### src/rtl/led_chain_driver.sv
// Frame sequencer for daisy-chained 12-bit PWM LED nodes.
// Optional idle auto-refresh: define LED_CHAIN_AUTO_REFRESH_EN.
module led_chain_driver #(
  parameter int NUM_NODES      = 4,
  parameter int AW             = 3,
  parameter int T_BIT          = 16,
  parameter int T0H            = 3,
  parameter int T1H            = 9,
  parameter int GAP_CYCLES     = 128,
  parameter int REFRESH_CYCLES = 4096
) (
  input  logic          clk,
  input  logic          rst,
  input  logic          wr_en,
  input  logic [AW-1:0] wr_addr,
  input  logic [11:0]   wr_data,
  input  logic          start,
  output logic          busy,
  output logic          done,
  output logic          dout
);

  localparam int NW = (NUM_NODES > 1) ? $clog2(NUM_NODES) : 1;
  localparam int SW = $clog2(T_BIT);
  localparam int GW = $clog2(GAP_CYCLES);

  typedef enum logic [1:0] {IDLE, SEND, GAP} state_t;

  state_t        state;
  logic [11:0]   mem [NUM_NODES];
  logic [NW-1:0] node;
  logic [3:0]    bit_i;
  logic [SW-1:0] slot;
  logic [GW-1:0] gap_cnt;
  logic          quiet;

  logic          wr_ok;
  logic          go;
  logic          refresh_hit;
  logic          slot_last;
  logic          bit_last;
  logic          node_last;
  logic          frame_last;
  logic [SW-1:0] n_slot;
  logic [3:0]    n_bit;
  logic [NW-1:0] n_node;
  logic          n_val;
  logic          n_dout;

  assign wr_ok = wr_en && (state == IDLE) &&
                 ({1'b0, wr_addr} < (AW+1)'(NUM_NODES));
  assign go    = (state == IDLE) && (start || refresh_hit);

  // Look one clock ahead so dout is registered at the slot position it shows.
  always_comb begin
    slot_last  = (slot == SW'(T_BIT - 1));
    bit_last   = (bit_i == 4'd0);
    node_last  = (node == NW'(NUM_NODES - 1));
    frame_last = slot_last && bit_last && node_last;
    n_slot     = slot_last ? '0 : slot + 1'b1;
    n_bit      = bit_i;
    n_node     = node;
    if (slot_last) begin
      n_bit = bit_last ? 4'd11 : bit_i - 4'd1;
      if (bit_last && !node_last) n_node = node + 1'b1;
    end
    n_val  = mem[n_node][n_bit];
    n_dout = n_val ? (n_slot < SW'(T1H)) : (n_slot < SW'(T0H));
  end

  always_ff @(posedge clk) begin
    if (rst) begin
      state   <= GAP;
      busy    <= 1'b1;
      done    <= 1'b0;
      dout    <= 1'b0;
      quiet   <= 1'b1;
      gap_cnt <= '0;
      node    <= '0;
      bit_i   <= 4'd11;
      slot    <= '0;
      for (int i = 0; i < NUM_NODES; i++) mem[i] <= '0;
    end else begin
      done <= 1'b0;
      if (wr_ok) mem[wr_addr[NW-1:0]] <= wr_data;
      unique case (state)
        IDLE: begin
          dout <= 1'b0;
          if (go) begin
            state <= SEND;
            busy  <= 1'b1;
            node  <= '0;
            bit_i <= 4'd11;
            slot  <= '0;
            dout  <= 1'b1;
          end
        end
        SEND: begin
          if (frame_last) begin
            state   <= GAP;
            gap_cnt <= '0;
            dout    <= 1'b0;
          end else begin
            slot  <= n_slot;
            bit_i <= n_bit;
            node  <= n_node;
            dout  <= n_dout;
          end
        end
        GAP: begin
          dout <= 1'b0;
          if (gap_cnt == GW'(GAP_CYCLES - 2) && !quiet) done <= 1'b1;
          if (gap_cnt == GW'(GAP_CYCLES - 1)) begin
            state <= IDLE;
            busy  <= 1'b0;
            quiet <= 1'b0;
          end else begin
            gap_cnt <= gap_cnt + 1'b1;
          end
        end
        default: begin
          state <= GAP;
          busy  <= 1'b1;
          dout  <= 1'b0;
          gap_cnt <= '0;
        end
      endcase
    end
  end

`ifdef LED_CHAIN_AUTO_REFRESH_EN
  localparam int RW = $clog2(REFRESH_CYCLES);

  logic [RW-1:0] idle_cnt;

  assign refresh_hit = (state == IDLE) &&
                       (idle_cnt == RW'(REFRESH_CYCLES - 1));

  always_ff @(posedge clk) begin
    if (rst) begin
      idle_cnt <= '0;
    end else if (state != IDLE || wr_ok || start || refresh_hit) begin
      idle_cnt <= '0;
    end else begin
      idle_cnt <= idle_cnt + 1'b1;
    end
  end
`else
  assign refresh_hit = 1'b0;
`endif

endmodule
### config.mk
export PLATFORM = sky130hd
export DESIGN_NAME = led_chain_driver
export DESIGN_NICKNAME = d
export VERILOG_FILES = /design/src/rtl/led_chain_driver.sv
export SDC_FILE = /design/constraint.sdc
export NUM_CORES = 1
export LEC_CHECK = 0
export ABC_AREA = 1
export ABC_CLOCK_PERIOD_IN_PS = 3500
export BUFFER_PORTS_ARGS = -buffer_cell sky130_fd_sc_hd__buf_2
export CAP_MARGIN = 20
export CELL_PAD_IN_SITES_DETAIL_PLACEMENT = 0
export CELL_PAD_IN_SITES_GLOBAL_PLACEMENT = 1
export CORE_UTILIZATION = 28
export DETAILED_ROUTE_END_ITERATION = 12
export HOLD_SLACK_MARGIN = 0.08
export MAX_ROUTING_LAYER = met4
export PLACE_DENSITY = 0.62
export SLEW_MARGIN = 20
export SYNTH_ARGS = -nofsm -noshare
export SYNTH_HDL_FRONTEND = slang
export SYNTH_SLANG_ARGS = --single-unit
### constraint.sdc
create_clock -name clk -period 3.5 [get_ports clk]
set_input_delay 0.525 -clock clk [delete_from_list [all_inputs] [get_ports clk]]
set_output_delay 0.525 -clock clk [all_outputs]
set_load 0.1 [all_outputs]
# ---- Word-level counts from Yosys, hierarchy flattened
# Memories as Yosys holds them, arrays and structs flattened.
# Cells that the tools add are included.
dict set report word_totals {
  reg_bits 23
  ram_bits 48
  romBits 0
  memories 1
  latch_bits 0
  elab_cells 90
  out_inout_bits 3
}
dict set report op_classes {
  add_sub_neg 4
  bitwise_logic 3
  muxes 39
  magnitude_cmp 4
  n_mul 0
  n_reduce_logical 19
  n_eq_ne 11
  shifts 0
  n_div 0
}
# name depth word_bits read_ports rd_ports_with_merged_regs write_ports line_no
set memory_table {}
lappend memory_table {mem 4 12 1 0 4 30} ;# logic [11:0] mem [NUM_NODES];
# operator count
set op_table {}
lappend op_table {{2-to-1 mux 4 bit} 7}
lappend op_table {{one-hot mux 7 bit (3 select lines)} 1}
lappend op_table {{2-to-1 mux 2 bit} 8}
lappend op_table {{one-hot mux 4 bit (2 select lines)} 2}
lappend op_table {{== test 7 bit (second input constant)} 2}
lappend op_table {{2-to-1 mux 7 bit} 2}
lappend op_table {{2-to-1 mux 1 bit} 13}
lappend op_table {{2-to-1 mux 12 bit} 1}
lappend op_table {{AND reduction 3 bit} 4}
lappend op_table {{OR reduction 12 bit} 1}
lappend op_table {{inequality test 2 bit (second input constant)} 5}
lappend op_table {{adder 7 x 1 -> 7 bit (second input constant)} 1}
lappend op_table {{logical AND 1 bit} 7}
lappend op_table {{one-hot mux 2 bit (3 select lines)} 1}
lappend op_table {{less-than comparator 4 x 5 -> 1 bit (second input constant)} 1}
lappend op_table {{adder 4 x 1 -> 4 bit (second input constant)} 1}
lappend op_table {{binary-select mux 1 bit (select 4 bit)} 1}
lappend op_table {{== test 2 bit (second input constant)} 2}
lappend op_table {{== test 4 bit (second input constant)} 1}
lappend op_table {{logical NOT 4 bit} 1}
lappend op_table {{less-than comparator 4 x 2 -> 1 bit (second input constant)} 1}
lappend op_table {{less-than comparator 4 bit (second input constant)} 1}
lappend op_table {{one-hot mux 2 bit (2 select lines)} 1}
lappend op_table {{subtractor 4 x 1 -> 4 bit (second input constant)} 1}
lappend op_table {{11 further kinds} 14}

# ---- Depth between registers and ports, before layout
# An unclocked memory read counts as a cell.
dict set report depth {
  ltp_word 11
  depth_mapped 18
  mapped_depth_nobuf 17
}

# ---- Worst setup path before layout
# No wires, ideal clock.
dict set report synth_path {
  path_type {input to register}
  from {input port wr_en}
  to {memory mem[3][0] (enable)}
  t_arrival_ns 1.682
  path_slack_ns 1.417
  setup_ns 0.400
  stages 4
  cell_sequence {nand2_1 -> nor2_1 -> inv_1 -> o31ai_1}
}
# item line_no
set synth_rtl {}
lappend synth_rtl {{from (decl)} 14} ;# input logic wr_en,
lappend synth_rtl {{to (decl)} 30}

==> run_results.csv <==
group,metric,value,unit
yosys,syn-num-nets,432,
worst_setup_path,cpPeakStageDelay,590,ps
global_routing,grt_max_degree,26,
clocking,cts_setup_buffers,0,
yosys,synth-seq-area-share,0.5267,
yosys,yosysWarnings,0,
detailed_routing,wl_per_cell,14.46,um
timing,worst_pin_slew,731.5,ps
yosys,yosys_register_bits,71,
worst_setup_path,crit_path_start,"state[0]$_SDFFE_PP0P_",
global_routing,grt_pass1_vias,2819,
placed_design,placement.io_buffers,21,
finish,area_growth,15.14,%
worst_setup_path,crit_end,"mem[0][11]$_SDFFCE_PN0P_",
worst_setup_path,critPathSlowestCell,"nand2_1",
worst_setup_path,r2r_start,"state[0]$_SDFFE_PP0P_",
clocking,insertion_delay,330,ps
timing,post-route-period-util,0.7778,
floorplan,num_rows,41,
floorplan,io_pins,22,
timing,fin_crit,2722,ps
placed_design,gp_congestion,0.7597,
clocking,clockRootBuffer,"clkbuf_16",
detailed_routing,route.vias.total,2839,
clocking,cts_resized,0,
job,maxCapViolCount,0,
yosys,syn_area_per_cell,8.894,sq um
floorplan,die_x,115.6,um
floorplan,start_util,0.2861,
worst_setup_path,end_kind,"flip-flop",
worst_setup_path,cp-start-kind,"flip-flop",
detailed_routing,drt_first_iter_violations,136,
timing,finalClockSkew,4.745,ps
timing,rsz0062_at_grt,"no",
global_routing,grt_overflow_total,0,
yosys,syn_inst,406,
finish,diodes,0,
placed_design,place_area,0.003880,sq mm
global_routing,grt_pass1_wl,14410,um
yosys,synth_cell_types,40,
worst_setup_path,reg2reg_depth,9,
yosys,async_flop_share,0,
yosys,synthFlopType,"edfxtp_1",
worst_setup_path,r2r_end,"mem[0][11]$_SDFFCE_PN0P_",
clocking,cts_sinks,71,
global_routing,track_usage,0.1491,
power_and_ir_drop,power_leakage,1.683,nW
finish,mostFrequentLayoutCell,"nand2_1",
hold_path,hold_path_class,"flip-flop to flip-flop",
worst_setup_path,crit_top_cell,"nor2_1",
detailed_routing,drt_pass1_iterations,4,
timing,setup_viol,0,
clocking,hold_buffers,0,
power_and_ir_drop,peakVddDrop,194.4,uV
clocking,cts_made_buffers,9,
timing,hold_ws,469.6,ps
worst_setup_path,crit_path_cell_trace,"nor2_1, nand2_1, nor2_1, inv_1, nor2_1, inv_2, nor2_1, nand2_1, nand2_1",
detailed_routing,drc,0,
timing,finalWorstSetupSlack,777.9,ps
finish,layout-drive-gt1-share,0.1524,
finish,final_cell_mix,"nand2_1, nand3_1, nor2_1, edfxtp_1, inv_1",
timing,hold_violations,0,
detailed_routing,antenna_left,0,
timing,drv_slew,0,
floorplan,die_h,115.6,um
timing,setup_tns,0,ps
finish,nNetsFinal,455,
run_status,outcome,"finished clean",
floorplan,design.core.area,0.01262,sq mm
placed_design,dp_hpwl,6051,um
global_routing,antenna_found_initial,0,
detailed_routing,wirelength,8749,um
clocking,cts_max_level,3,
clocking,cts_buffer_depth,2,
placed_design,place_worst_setup_slack,573.7,ps
yosys,synth_area,0.003611,sq mm
worst_setup_path,critPathArrivalTime,2640,ps
worst_setup_path,critical_path_class,"flip-flop to flip-flop",
clocking,clk_pin_slew,60,ps
worst_setup_path,path_max_fanout,25,
finish,fin_area,0.004158,sq mm
floorplan,die_area,0.01335,sq mm
worst_setup_path,required,3420,ps
detailed_routing,vias_per_cell,4.693,
power_and_ir_drop,p_per_area,447.8,mW/mm^2
yosys,synth_edf_count,48,
timing,slew_headroom,0.5086,
worst_setup_path,r2r_setup_slack,780,ps
clocking,cts_tree,"done",
timing,fmax,0.3674,GHz
cell type report:
type                    instances  area (sq um)
clock buffers                   9         225.2
repair buffers                 24         127.6
multi-input cells             272          1444
fillers                      1370          8462
clock inverters                 6         52.55
well taps                     172         215.2
inverters                      51         191.4
flip-flops and latches         71          1902
registers in the layout, summed over array words and instances, names as in the netlist:
signal and count:
gap_cnt 7, bit_i 4, done 1, slot 4, dout 1, quiet 1
busy 1, mem 48, node 2, state 2
stage by stage:
step                      power [W]  cells    util
after floorplan           0.0009780    406       -
after global placement     0.001010    590  0.3075
after detailed placement   0.001010    590  0.3075
after CTS                  0.001876    605  0.3295
after global routing       0.001915    605  0.3295
final                      0.001862    605  0.3295
cells by family after synthesis:
| kind of cell | count (synthesis) | share of synthesized area |
|---|---|---|
| fa+ha+maj | 7 | 0.02425 |
| buf+inv | 63 | 0.07484 |
| compound gates | 33 | 0.05648 |
| flops | 71 | 0.5267 |
| xor+xnor | 2 | 0.004852 |
| simple gates | 230 | 0.3129 |
cells in the mapped netlist, types with 2 or more instances:
library cell  number  share of area
nor4_1             2         0.0035
o21ai_0            6         0.0083
a21oi_1           11          0.015
edfxtp_1          48           0.40
clkbuf_1           7         0.0073
nand2_2            3         0.0052
ha_1               7          0.024
o211ai_1           2         0.0042
nand2_1           70          0.073
a21oi_2            2         0.0049
nand2_4            3         0.0094
nor2_1            52          0.054
nand3_1           60          0.083
inv_2              4         0.0042
nand4_1            2         0.0035
nor2_4             2         0.0062
buf_6              4          0.012
o31ai_1            2         0.0042
a31oi_1            5         0.0087
nand3_2            6          0.017
dfxtp_1           23           0.13
inv_1             46          0.048
nor3_1            21          0.029
nor3b_1            2         0.0042
worst min path at each step:
stage / start / end / slack [ps] / cells after the start
4_1_cts: slot[3]$_SDFFE_PP0P_ / slot[3]$_SDFFE_PP0P_ / 470 / 2
3_3_place_gp: slot[3]$_SDFFE_PP0P_ / slot[3]$_SDFFE_PP0P_ / 450 / 2
6_report: slot[3]$_SDFFE_PP0P_ / slot[3]$_SDFFE_PP0P_ / 470 / 2
2_1_floorplan: slot[3]$_SDFFE_PP0P_ / slot[3]$_SDFFE_PP0P_ / 440 / 2
5_1_grt: busy$_SDFFE_PP1P_ / busy$_SDFFE_PP1P_ / 500 / 2
3_5_place_dp: busy$_SDFFE_PP1P_ / busy$_SDFFE_PP1P_ / 460 / 2
critical path: cells and delay by family, from the launching register on:
kind                   cells  cell delay, ps
AND/OR/NAND/NOR            7            1450
buffers and inverters      2             460
flip-flops                 1             390
power by group:
group | internal [W] | leakage [nW] | switching, W
registers | 0.000916 | 0.682 | 0.00000834
logic | 0.0000208 | 0.861 | 0.0000469
clock network | 0.000538 | 0.140 | 0.000332
routing by layer:
metal / track usage / up-vias / share of wire
met5: - / - / 0
met4: 0.05455 / 0 / 0.016
met3: 0.02824 / 14 / 0.030
met2: 0.2431 / 40 / 0.48
met1: 0.1836 / 1365 / 0.47
li1: - / 1420 / -
Note: power is estimated with default switching activity, not from simulation.
